<file path="src/rtl/regfile_pkg.sv">
// Shared types and defaults for the register file.
// Imported by the interface, the clear sequencer and the top level.
package regfile_pkg;

    localparam int DATA_W_DEF = 10;
    localparam int ADDR_W_DEF = 2;

    typedef enum logic {
        IDLE  = 1'b0,
        CLEAR = 1'b1
    } clr_state_t;

endpackage

</file>
<file path="src/rtl/regfile_if.sv">
// Register file bus: write port, two read ports, clear request.
// master drives requests, slave returns read data and BUSY.
interface regfile_if #(
    parameter int DATA_W = regfile_pkg::DATA_W_DEF,
    parameter int ADDR_W = regfile_pkg::ADDR_W_DEF
);

    logic              WE;
    logic [ADDR_W-1:0] WA;
    logic [DATA_W-1:0] RFIN;
    logic              RAE;
    logic [ADDR_W-1:0] RAA;
    logic              RBE;
    logic [ADDR_W-1:0] RBA;
    logic              CLR;
    logic [DATA_W-1:0] A;
    logic [DATA_W-1:0] B;
    logic              BUSY;

    modport master (
        output WE, WA, RFIN, RAE, RAA, RBE, RBA, CLR,
        input  A, B, BUSY
    );

    modport slave (
        input  WE, WA, RFIN, RAE, RAA, RBE, RBA, CLR,
        output A, B, BUSY
    );

endinterface

</file>
<file path="src/rtl/regfile_clr_seq.sv">
// Clear sequencer: walks every address writing zero after reset
// and on a CLR request, holding BUSY high while it runs.
module regfile_clr_seq
    import regfile_pkg::*;
#(
    parameter int ADDR_W = ADDR_W_DEF
) (
    input  logic              clock,
    input  logic              resetn,
    input  logic              CLR,
    output logic              BUSY,
    output logic              clr_we,
    output logic [ADDR_W-1:0] clr_addr
);

    localparam logic [ADDR_W-1:0] LAST = '1;

    clr_state_t        state;
    logic [ADDR_W-1:0] ptr;

    // FSM: one word cleared per cycle, BUSY drops with the last one
    always_ff @(posedge clock or negedge resetn) begin
        if (!resetn) begin
            state <= CLEAR;
            ptr   <= '0;
            BUSY  <= 1'b1;
        end else begin
            unique case (state)
                IDLE: begin
                    if (CLR) begin
                        state <= CLEAR;
                        ptr   <= '0;
                        BUSY  <= 1'b1;
                    end
                end
                CLEAR: begin
                    if (ptr == LAST) begin
                        state <= IDLE;
                        ptr   <= '0;
                        BUSY  <= 1'b0;
                    end else begin
                        ptr <= ptr + 1'b1;
                    end
                end
                default: begin
                    state <= CLEAR;
                    ptr   <= '0;
                    BUSY  <= 1'b1;
                end
            endcase
        end
    end

    assign clr_we   = (state == CLEAR);
    assign clr_addr = ptr;

endmodule

</file>
<file path="src/rtl/regfile_gen.sv">
// Parametrised register file: one write port, two registered
// read ports, optional bypass and hardwired-zero register 0.
module regfile_gen
    import regfile_pkg::*;
#(
    parameter int DATA_W   = DATA_W_DEF,
    parameter int ADDR_W   = ADDR_W_DEF,
    parameter int BYPASS   = 1,
    parameter int ZERO_REG = 0
) (
    input  logic      clock,
    input  logic      resetn,
    regfile_if.slave  bus
);

    localparam int DEPTH = 1 << ADDR_W;

    logic [DATA_W-1:0] mem [DEPTH];

    logic              busy;
    logic              clr_we;
    logic [ADDR_W-1:0] clr_addr;

    logic              wr_en;
    logic [ADDR_W-1:0] wr_addr;
    logic [DATA_W-1:0] wr_data;

    logic [DATA_W-1:0] rd_a;
    logic [DATA_W-1:0] rd_b;
    logic [DATA_W-1:0] a_q;
    logic [DATA_W-1:0] b_q;

    regfile_clr_seq #(
        .ADDR_W (ADDR_W)
    ) u_clr_seq (
        .clock    (clock),
        .resetn   (resetn),
        .CLR      (bus.CLR),
        .BUSY     (busy),
        .clr_we   (clr_we),
        .clr_addr (clr_addr)
    );

    // write port mux: sequencer owns the array while clearing
    always_comb begin
        wr_en   = 1'b0;
        wr_addr = '0;
        wr_data = '0;
        if (clr_we) begin
            wr_en   = 1'b1;
            wr_addr = clr_addr;
        end else begin
            wr_en   = bus.WE &&
                      !(ZERO_REG != 0 && bus.WA == '0);
            wr_addr = bus.WA;
            wr_data = bus.RFIN;
        end
    end

    // array storage, deliberately not reset
    always_ff @(posedge clock) begin
        if (wr_en) begin
            mem[wr_addr] <= wr_data;
        end
    end

    // read data selection: zero reg, then bypass, then array
    always_comb begin
        rd_a = mem[bus.RAA];
        rd_b = mem[bus.RBA];
        if (BYPASS != 0 && bus.WE && bus.WA == bus.RAA) begin
            rd_a = bus.RFIN;
        end
        if (BYPASS != 0 && bus.WE && bus.WA == bus.RBA) begin
            rd_b = bus.RFIN;
        end
        if (ZERO_REG != 0 && bus.RAA == '0) begin
            rd_a = '0;
        end
        if (ZERO_REG != 0 && bus.RBA == '0) begin
            rd_b = '0;
        end
    end

    // read registers, frozen while the clear runs
    always_ff @(posedge clock or negedge resetn) begin
        if (!resetn) begin
            a_q <= '0;
            b_q <= '0;
        end else if (!busy) begin
            if (bus.RAE) begin
                a_q <= rd_a;
            end
            if (bus.RBE) begin
                b_q <= rd_b;
            end
        end
    end

    assign bus.A    = a_q;
    assign bus.B    = b_q;
    assign bus.BUSY = busy;

endmodule
</file>
<file path="src/flat_wrapper.sv">
// flat-port wrapper written by rule: the top's interface ports become plain ports
module regfile_gen_flat import regfile_pkg::*;
#(
    parameter int DATA_W   = DATA_W_DEF,
    parameter int ADDR_W   = ADDR_W_DEF,
    parameter int BYPASS   = 1,
    parameter int ZERO_REG = 0
)
  (clock, resetn, bus_WE, bus_WA, bus_RFIN, bus_RAE, bus_RAA, bus_RBE, bus_RBA, bus_CLR, bus_A, bus_B, bus_BUSY);
  regfile_if #(.DATA_W(DATA_W), .ADDR_W(ADDR_W)) bus_i ();
  input  logic clock;
  input  logic resetn;
  input wire logic [$bits(bus_i.WE)-1:0] bus_WE;
  input wire logic [$bits(bus_i.WA)-1:0] bus_WA;
  input wire logic [$bits(bus_i.RFIN)-1:0] bus_RFIN;
  input wire logic [$bits(bus_i.RAE)-1:0] bus_RAE;
  input wire logic [$bits(bus_i.RAA)-1:0] bus_RAA;
  input wire logic [$bits(bus_i.RBE)-1:0] bus_RBE;
  input wire logic [$bits(bus_i.RBA)-1:0] bus_RBA;
  input wire logic [$bits(bus_i.CLR)-1:0] bus_CLR;
  output wire logic [$bits(bus_i.A)-1:0] bus_A;
  output wire logic [$bits(bus_i.B)-1:0] bus_B;
  output wire logic [$bits(bus_i.BUSY)-1:0] bus_BUSY;
  assign bus_i.WE = bus_WE;
  assign bus_i.WA = bus_WA;
  assign bus_i.RFIN = bus_RFIN;
  assign bus_i.RAE = bus_RAE;
  assign bus_i.RAA = bus_RAA;
  assign bus_i.RBE = bus_RBE;
  assign bus_i.RBA = bus_RBA;
  assign bus_i.CLR = bus_CLR;
  assign bus_A = bus_i.A;
  assign bus_B = bus_i.B;
  assign bus_BUSY = bus_i.BUSY;
  regfile_gen #(.DATA_W(DATA_W), .ADDR_W(ADDR_W), .BYPASS(BYPASS), .ZERO_REG(ZERO_REG)) u_core (.clock(clock), .resetn(resetn), .bus(bus_i));
endmodule
</file>
<file path="config.mk">
export PLATFORM = sky130hd
export DESIGN_NAME = regfile_gen_flat
export DESIGN_NICKNAME = d
export VERILOG_FILES = /design/src/rtl/regfile_pkg.sv /design/src/rtl/regfile_if.sv /design/src/rtl/regfile_clr_seq.sv /design/src/rtl/regfile_gen.sv /design/src/flat_wrapper.sv
export SDC_FILE = /design/constraint.sdc
export NUM_CORES = 1
export LEC_CHECK = 0
export ABC_AREA = 1
export BUFFER_PORTS_ARGS = -buffer_cell sky130_fd_sc_hd__clkbuf_2
export CAP_MARGIN = 10
export CORE_MARGIN = 8
export CORE_UTILIZATION = 38
export CTS_CLUSTER_SIZE = 25
export DETAILED_ROUTE_END_ITERATION = 8
export PLACE_DENSITY_LB_ADDON = 0.3
export SYNTH_ARGS = -nofsm -noshare
export SYNTH_HDL_FRONTEND = slang
export SYNTH_HIERARCHICAL = 1
export SYNTH_SLANG_ARGS = --single-unit
</file>
<file path="constraint.sdc">
create_clock -name clock -period 1.7 [get_ports clock]
set_input_delay 0.34 -clock clock [delete_from_list [all_inputs] [get_ports clock]]
set_output_delay 0.34 -clock clock [all_outputs]
set_load 0.01 [all_outputs]
</file>
== Word-level counts from Yosys, hierarchy flattened ==
Memories as Yosys holds them, arrays and structs flattened.
Index checks and enable logic that the tools add are counted.

* Add/subtract/negate cells: 1
* Equality and inequality tests: 5
* Multiplexer cells: 16
* Bitwise gates (word level): 2
* Reduce and logical (&&, ||, !) cells: 5

{| class="wikitable"
|+ Operator list
! cell !! count
|-
| 10-bit 2-to-1 mux || 3
|-
| 1-bit 2-to-1 mux || 7
|-
| 2-bit 2-to-1 mux || 3
|-
| 2-bit AND reduction || 3
|-
| 2-bit == test || 2
|-
| 1-bit case mux with 2 select lines || 2
|-
| 2-bit case mux with 2 select lines || 1
|-
| 2-bit by 1-bit adder with 2-bit output, second input constant || 1
|-
| 2-bit == test, second input constant || 1
|-
| 1-bit logical AND || 2
|-
| 2-bit by 1-bit inequality test with 1-bit output, second input constant || 1
|-
| 2-bit inequality test, second input constant || 1
|-
| 1-bit inverter || 2
|}

* Register bits after elaboration: 24
* Memory bits (writable): 40
* Bits of input ports: 22
* Memories kept: 1

{| class="wikitable"
|+ Memory list
! name !! depth !! bits a word !! rd ports !! clocked after Yosys merged registers in !! wr ports !! RTL line !! RTL
|-
| u_core.mem || 4 || 10 || 2 || 0 || 1 || regfile_gen.sv:18 || <nowiki>logic [DATA_W-1:0] mem [DEPTH];</nowiki>
|}

== Longest topological paths before layout ==
Gate-level depths: netlist (run 1).

* Depth after elaboration: 3
* Gate-level depth with buffers: 8
* Mapped depth without buffers: 7

== Modules after synthesis ==
Netlist (run 1), hierarchy kept.

{| class="wikitable"
|+ Modules (own cells, without submodules)
! module !! times used !! cells each !! area each (um^2) !! sequential area each (um^2)
|-
| regfile_gen || 1 || 383 || 3,156.8 || 1,701.6
|-
| regfile_clr_seq || 1 || 20 || 185.2 || 102.6
|}

== Worst setup path after synthesis (run 1) ==
Ideal clock, no wire load.

* Kind: reg-to-reg
* Start point: register u_core.u_clr_seq.state, in the netlist u_core/u_clr_seq/clr_we
* End point: memory u_core/mem[0][0] (netlist bit), enable pin
* Setup time: 0.376 ns
* Data arrival time: 1.477 ns
* Data required time: 1.324 ns
* Path slack: -0.153 ns
* Cell stages (with the launch flop): 6
* Buffers on the path: 0
* Period minus slack after synthesis: 1.853 ns
* Cells stage by stage: dfstp_2 -> inv_1 -> or2_1 -> o21ai_1 -> inv_2 -> nor2_1

* Longest elaborated chain between the ends: 3

{| class="wikitable"
|+ Ends and longest elaborated chain
! what !! RTL line !! RTL
|-
| start, declared || regfile_clr_seq.sv:18 || <nowiki>clr_state_t state;</nowiki>
|-
| start signal, assigned || regfile_clr_seq.sv:24 || <nowiki>state <= CLEAR;</nowiki>
|-
| start signal, assigned || regfile_clr_seq.sv:31 || <nowiki>state <= CLEAR;</nowiki>
|-
| start signal, assigned || regfile_clr_seq.sv:38 || <nowiki>state <= IDLE;</nowiki>
|-
| 1-bit 2-to-1 mux || regfile_gen.sv:49 || <nowiki>if (clr_we) begin</nowiki>
|-
| 1-bit 2-to-1 mux || regfile_gen.sv:62 || <nowiki>if (wr_en) begin</nowiki>
|-
| 1-bit 2-to-1 mux (not written as such) || regfile_gen.sv:63 || <nowiki>mem[wr_addr] <= wr_data;</nowiki>
|-
| end, declared || regfile_gen.sv:18 ||
|}

Several ways; a longest one is shown, not always the timed one.

== Worst setup path after layout (run 1) ==
* Start point: register u_core.u_clr_seq.state, in the netlist u_core/u_clr_seq/clr_we
* End point: memory u_core/mem[2][4] (netlist bit), enable pin

The elaborated chain is that of the path after synthesis.

==> metrics, run 1 <==
CP startpoint kind flip-flop; drt drc 0; Synth cell types 20; adder-cell share of the synthesized area 0.00749; worst hold slack -0.00579 ns; die width 110 um; Root Driver clkbuf_8; DP Wirelength 6280 um; Post-Synth Simple-Gate Area 0.368; placed cells 552; post-synthesis mux area share 0; TritonCTS Buffers 9; pin count of the biggest net entering global routing 25; clk_lat worst skew 0.34 ns; pwr/cell area 1700 nW/um^2; CTS H-tree lvls 3; Die Span Y 110 um; CP Max Fanout 5; Most common cell on crit path inv_2; clock buffer depth 2; reg2reg end u_core/mem[2][4]; xor-xnor portion of the synthesized cell area 0; starting density of the core 0.387; Worst-Margin Slew 0.612 ns; Period minus WS final 1.64 ns; vias in the first global route 2,742; slowest stage cell, crit path dfstp_2; Tcrit/Tclk final 0.964; CP Class flip-flop to flip-flop; most frequent cells after synthesis 184 x nand2_1, 80 x nand3_1, 40 x edfxtp_1; vias per std cell 4.99; Sink Count 64; Synth warnings 6; fin. max-slew vios 0; Leak 1.91 nW; delay-heaviest family, CP flip-flops; largest cells by area after synthesis edfxtp_1 36%, nand2_1 21%, dfrtp_1 16%; Max Cap Violations 0; Seq cells post-synth 64; Post-Syn Instances 403; Fmax 0.610 GHz; Syn Nets 427; critical path arrival 1.70 ns; RSZ-0062 raised after global routing true; violated checks negative hold slack; register area share after synthesis 0.540; Yosys top cell area share 0.359; largest family of logic cells by synthesized area simple AND/OR/NAND/NOR gates; FF-to-FF setup slack 0.06 ns; Wirelength per Cell 14.9 um; Die Area 12,100 um^2; status finished, violations left; # hold bufs at CTS 0; Reg2Reg Launch Point u_core/u_clr_seq/clr_we; Peak VDD IR 0.591 mV; Ant. Diodes 0; Syn Std Cell Area 3340 um^2; Max transition margin 0.592; final setup violation count 0; critical path required time 1.76 ns; Post-Route WL 8520 um; Post-synth EDFFs 40; clk slew on worst S/H paths 0.08 ns; CP Capture Type flip-flop; fill count 851; critical path's largest stage delay 0.57 ns; Ports 43; CTS tree yes; Post-synth top flop edfxtp_1; ys async rst share 0.375; GR Overflow Total 0; Synth Area in Compound Gates 0.00899; 1st-iter DRT viols 187; DR pass1 iterations 5; most frequent cell after synthesis nand2_1; first-pass GRT wire length 13,700 um; Final ANT Viol Nets 0; fin nets 482; Via Count 2,850; Hold Path Class input port to async pin; layout cells sized above 1 0.212; WP buf/inv 4; Core ar. 8640 um^2; row count 34; gpl congestion 0.838; GRT Util Overall 0.147; Area Overhead vs Synth 17.1%; Yosys top cell by area edfxtp_1; non-filler cells, final 571; Final Skew 0.00851 ns; critical-path cell list inv_2 -> or2_1 -> o21ai_2 -> buf_4 -> inv_2 -> nor2_4 -> buf_6; initial antenna violation count 0; worst reg2reg path depth 7; final hold violation count 7; port bufs 42; Syn Area/Cell 8.29 um^2
-- sequential cells by signal (all words and copies together), names as in the netlist --
signal / count
u_core/bus.A: 10
u_core/u_clr_seq/clr_we: 1
u_core/u_clr_seq/clr_addr: 2
u_core/bus.B: 10
u_core/u_clr_seq/BUSY: 1
u_core/mem: 40
-- layout by cell type (no fill, tap or decap), types with 2 or more instances in the layout --
cell type / netlist / final
nand2_1: 184 / 184
nand3_4: 2 / 2
clkinv_2: 0 / 2
clkbuf_2: 0 / 42
a21oi_1: 3 / 3
buf_6: 8 / 4
nor2_4: 2 / 4
dfstp_2: 2 / 2
nor2_1: 15 / 12
ha_1: 2 / 2
dfrtp_1: 22 / 22
clkinv_4: 0 / 2
nand3_1: 80 / 80
inv_1: 19 / 18
buf_4: 0 / 15
edfxtp_1: 40 / 40
nor2_2: 3 / 4
inv_2: 8 / 9
clkbuf_8: 0 / 10
-- cells by family (layout without fill, tap and decap cells) --
family | Yosys count | count (layout)
compound gates | 6 | 6
buf+inv | 44 | 104
simple gates | 287 | 287
fa+ha+maj | 2 | 2
flops | 64 | 64
-- layer usage --
layer / GRT usage / vias to the layer above / part of all wire
li1: - / 1412 / -
met1: 0.189 / 1312 / 0.47
met2: 0.229 / 115 / 0.44
met3: 0.0404 / 11 / 0.077
met4: 0.0588 / 0 / 0.013
met5: 0 / - / 0
-- worst max path at each step --
stage / depth (start not counted) / start / end / slack [ns]
CTS: 7 / u_core/u_clr_seq/clr_we / u_core/mem[0][0] / 0.009
global placement: 4 / u_core/u_clr_seq/clr_we / u_core/mem[1][6] / -0.07
finish: 7 / u_core/u_clr_seq/clr_we / u_core/mem[2][4] / 0.06
floorplan: 5 / u_core/u_clr_seq/clr_we / u_core/mem[0][0] / -0.15
global route: 4 / u_core/u_clr_seq/clr_we / u_core/mem[1][0] / -0.009
detailed placement: 4 / u_core/u_clr_seq/clr_we / u_core/mem[1][6] / -0.13
-- report_power, final --
group / switching, mW / internal, mW
Sequential: 0.404 / 2.57
Combinational: 1.44 / 0.915
Clock: 0.598 / 0.718
Total: 2.44 / 4.20
-- area by class of cell --
cell class                 count  area (um^2)  share of cell area
inverter                      27          101              0.0259
clock buffer                  11          141              0.0361
tap                          108          135              0.0345
clock inverter                 5         57.6              0.0147
multi-input combinational    295         1310               0.334
timing repair buffer          61          368              0.0940
sequential                    64         1800               0.461
-- stage by stage --
step            util  TNS, ns  setup slack, ns  power, mW  area [um^2]
6_report       0.453        0           0.0611       6.64         3910
3_3_place_gp   0.423   -0.704          -0.0709       5.08         3660
5_1_grt        0.453  -0.0524         -0.00917       7.11         3910
2_1_floorplan      -    -3.06           -0.153       4.23         3340
3_5_place_dp   0.423    -1.32           -0.132       5.13         3660
4_1_cts        0.452        0          0.00891       6.67         3910
-- timing repair --
item                                    in CTS  in global routing
setup buffers                                0                  1
cloned                                       2                  0
resized for setup                           12                  1
endpoints found under the setup margin      30                 30
No activity file was read; power rests on OpenSTA's default activity.
==> run 2, diff against run 1 <==
--- a/config.mk
+++ b/config.mk
@@ -5,14 +5,15 @@
 export SDC_FILE = /design/constraint.sdc
 export NUM_CORES = 1
 export LEC_CHECK = 0
-export ABC_AREA = 1
 export BUFFER_PORTS_ARGS = -buffer_cell sky130_fd_sc_hd__clkbuf_2
 export CAP_MARGIN = 10
+export CORE_ASPECT_RATIO = 0.5
 export CORE_MARGIN = 8
 export CORE_UTILIZATION = 38
 export CTS_CLUSTER_SIZE = 25
 export DETAILED_ROUTE_END_ITERATION = 8
 export PLACE_DENSITY_LB_ADDON = 0.3
+export SKIP_CTS_REPAIR_TIMING = 1
 export SYNTH_ARGS = -nofsm -noshare
 export SYNTH_HDL_FRONTEND = slang
 export SYNTH_HIERARCHICAL = 1
==> run 2 against run 1 <==
  * The flow now finishes without violations
  * Largest power group unchanged
  * Global-route usage is 0.54 points lower
  * Critical endpoint is now u_core/mem[1][0]
  * Via count down 21%
  * Clock skew is 0.0036 ns lower
  * Combinational power fell by 3%
  * Worst hold slack improved by 0.0072 ns
  * Highest routed layer unchanged
  * Synthesized area decreased by 4.2%
==> metrics, run 2 <==
status complete, no violations (was finished, violations left); setup_tns 0 ns (unchanged); worst reg2reg path depth 3 (was 7); Post-Syn Instances 222 (was 403); Reg2Reg Launch Point u_core/u_clr_seq/clr_we (unchanged); clock buffer depth 2 (unchanged); placed inst area 3670 um^2 (was 3660 um^2); max reg flops 40 (unchanged); largest family of logic cells by synthesized area multiplexers (was simple AND/OR/NAND/NOR gates); Area Overhead vs Synth 24.4% (was 17.1%); CP Capture Type flip-flop (unchanged); slowest stage cell, crit path dfstp_2 (unchanged); gpl congestion 0.838 (about the same); non-filler cells, final 395 (was 571); RSZ-0062 raised after global routing false (was true); layout cells sized above 1 0.364 (was 0.212); CP Max Fanout 10 (was 5); Syn Nets 246 (was 427); most frequent cells after synthesis 40 x edfxtp_1, 23 x nor2_1, 22 x dfrtp_1 (was 184 x nand2_1, 80 x nand3_1, 40 x edfxtp_1); Ant. Diodes 0 (unchanged); register share of total power 0.410 (was 0.448); adder-cell share of the synthesized area 0.00781 (was 0.00749); GRT Util Overall 0.142 (was 0.147); fill count 701 (was 851); Clk pwr share 0.269 (was 0.198); final setup violation count 0 (unchanged); Sink Count 64 (unchanged); GRT busiest layer met2 (unchanged); placed cells 379 (was 552); Hold Path Class input port to async pin (unchanged); multi-input gate area in the final layout 1330 um^2 (was 1310 um^2); Switching Power 2.28 mW (was 2.44 mW); reg2reg end u_core/mem[1][0] (was u_core/mem[2][4]); Leak 1.48 nW (was 1.91 nW); switching share of power 0.322 (was 0.367); ys async rst share 0.375 (unchanged); Period minus WS final 1.42 ns (was 1.64 ns); Fmax 0.704 GHz (was 0.610 GHz); critical path's largest stage delay 0.41 ns (was 0.57 ns); Yosys top cell by area edfxtp_1 (unchanged); CP Class flip-flop to flip-flop (unchanged); GR Overflow Total 0 (unchanged); 1st-iter DRT viols 300 (was 187); vias in the first global route 2,266 (was 2,742); Synth warnings 6 (unchanged); Post-synth EDFFs 40 (unchanged); Largest Register u_core/mem (unchanged); FF-to-FF setup slack 0.28 ns (was 0.06 ns); commonest non-fill, non-tap cell in the layout clkbuf_2 (was nand2_1); Tcrit/Tclk final 0.836 (was 0.964); post-synthesis mux area share 0.145 (was 0); GRT met3 Usage 0.0471 (was 0.0404); Die Span Y 80.9 um (was 110 um); fin nets 302 (was 482); final instance area 3990 um^2 (was 3910 um^2); Wirelength per Cell 20.3 um (was 14.9 um); final hold violation count 0 (was 7); Logic pwr share 0.321 (was 0.354); Seq cells post-synth 64 (unchanged); Post-Route WL 8000 um (was 8520 um); Syn Std Cell Area 3200 um^2 (was 3340 um^2); Post-synth top flop edfxtp_1 (unchanged); Peak VDD IR 0.638 mV (was 0.591 mV); most frequent cell after synthesis edfxtp_1 (was nand2_1); Max Cap Violations 0 (unchanged); first-pass GRT wire length 12,700 um (was 13,700 um); pin count of the biggest net entering global routing 25 (unchanged); drt drc 0 (unchanged); utilization after layout 0.493 (was 0.453); Synth cell types 32 (was 20); GR Layer Usage met2 0.203 (was 0.229); DP Wirelength 5780 um (was 6280 um); CTS H-tree lvls 3 (unchanged); Root Driver clkbuf_16 (was clkbuf_8); delay-heaviest family, CP flip-flops (unchanged); most frequent cells in the layout 42 x clkbuf_2, 40 x edfxtp_1, 23 x nor2_1, 22 x dfrtp_1 (was 184 x nand2_1, 80 x nand3_1, 42 x clkbuf_2, 40 x edfxtp_1, 22 x dfrtp_1); pwr/cell area 1780 nW/um^2 (was 1700 nW/um^2); Ports 43 (unchanged); Yosys top cell area share 0.375 (was 0.359); critical path required time 1.74 ns (was 1.76 ns); register area share after synthesis 0.563 (was 0.540); largest cells by area after synthesis edfxtp_1 38%, dfrtp_1 17%, mux4_2 11% (was edfxtp_1 36%, nand2_1 21%, dfrtp_1 16%); Final ANT Viol Nets 0 (unchanged); Synth Area in Compound Gates 0.104 (was 0.00899); Worst-Margin Slew 0.579 ns (was 0.612 ns); CP Launch Point u_core/u_clr_seq/clr_we (unchanged); clk_lat worst skew 0.33 ns (was 0.34 ns); Max transition margin 0.614 (was 0.592); DR pass1 iterations 5 (unchanged); CP startpoint kind flip-flop (unchanged); CTS tree yes (unchanged); critical-path cell list buf_4 -> o32ai_4 -> buf_12 (was inv_2 -> or2_1 -> o21ai_2 -> buf_4 -> inv_2 -> nor2_4 -> buf_6); Register Area 1800 um^2 (unchanged); row count 23 (was 34); Via Count 2,262 (was 2,850); vias per std cell 5.73 (was 4.99); initial antenna violation count 0 (unchanged); Syn Area/Cell 14.4 um^2 (was 8.29 um^2); met1 Resource Use GR 0.195 (was 0.189); Post-Synth Simple-Gate Area 0.104 (was 0.368); xor-xnor portion of the synthesized cell area 0.0477 (was 0); starting density of the core 0.396 (was 0.387); Final Skew 0.00487 ns (was 0.00851 ns); TritonCTS Buffers 9 (unchanged); clk slew on worst S/H paths 0.05 ns (was 0.08 ns); worst hold slack 0.00137 ns (was -0.00579 ns); port bufs 42 (unchanged); WP buf/inv 2 (was 4); die width 146 um (was 110 um); Pint 4.81 mW (was 4.20 mW); critical path arrival 1.46 ns (was 1.70 ns); Core ar. 8090 um^2 (was 8640 um^2); Die Area 11,800 um^2 (was 12,100 um^2); fin. max-slew vios 0 (unchanged)
[run 2: cell types whose count changed after synthesis, sizes merged, moves of 6 or more]
cell	before	now
nand3	82	2
inv	27	2
a31oi	0	20
nand2	184	2
clkbuf	3	9
buf	14	6
nand4	0	20
mux4	0	20
nor2b	0	12
o31ai	0	20
[run 2: power by group through the flow]
stage / combinational, mW / clock (mW) / sequential [mW]
3_3_place_gp: 2.24 / 0 / 2.87
5_1_grt: 2.49 / 2.01 / 2.99
4_1_cts: 2.29 / 1.94 / 2.89
6_report: 2.27 / 1.91 / 2.90
3_5_place_dp: 2.27 / 0 / 2.91
2_1_floorplan: 1.22 / 0 / 2.92
[run 2: kinds of logic (layout without fill, tap and decap cells)]
kind of cell,Yosys count,in the layout
AND/OR/NAND/NOR,63,63
flip-flops,64,64
multiplexers,20,20
AO/OA/AOI/OAI,48,48
buffers and inverters,17,78
adder cells (fa/ha/maj),2,2
XOR/XNOR,8,8
[run 2: metal layers]
metal / up-vias / wire length [um]
met5: - / 0
met4: 0 / 130
li1: 1013 / -
met3: 13 / 870
met1: 1110 / 3650
met2: 126 / 3350
[run 2: how the worst max path moves through the flow]
stage / cells after the start / endpoint
3_5_place_dp: 4 / u_core/bus.A[9]
6_report: 3 / u_core/mem[1][0]
2_1_floorplan: 3 / u_core/mem[2][0]
5_1_grt: 3 / u_core/mem[1][0]
4_1_cts: 3 / u_core/mem[1][0]
3_3_place_gp: 4 / u_core/bus.A[9]
[run 2: cell type report]
type / count / area share
multi-input combinational: 141 / 0.332
tap: 112 / 0.0352
clock buffer: 10 / 0.0575
sequential: 64 / 0.453
clock inverter: 6 / 0.0210
timing repair buffer: 60 / 0.0992
inverter: 2 / 0.00188
[run 2: metrics by stage]
step	setup slack, ns	power [mW]
after floorplan	0.0238	4.14
after global placement	0.0825	5.11
after detailed placement	0.0275	5.18
after CTS	0.290	7.12
after global routing	0.247	7.48
final	0.279	7.08
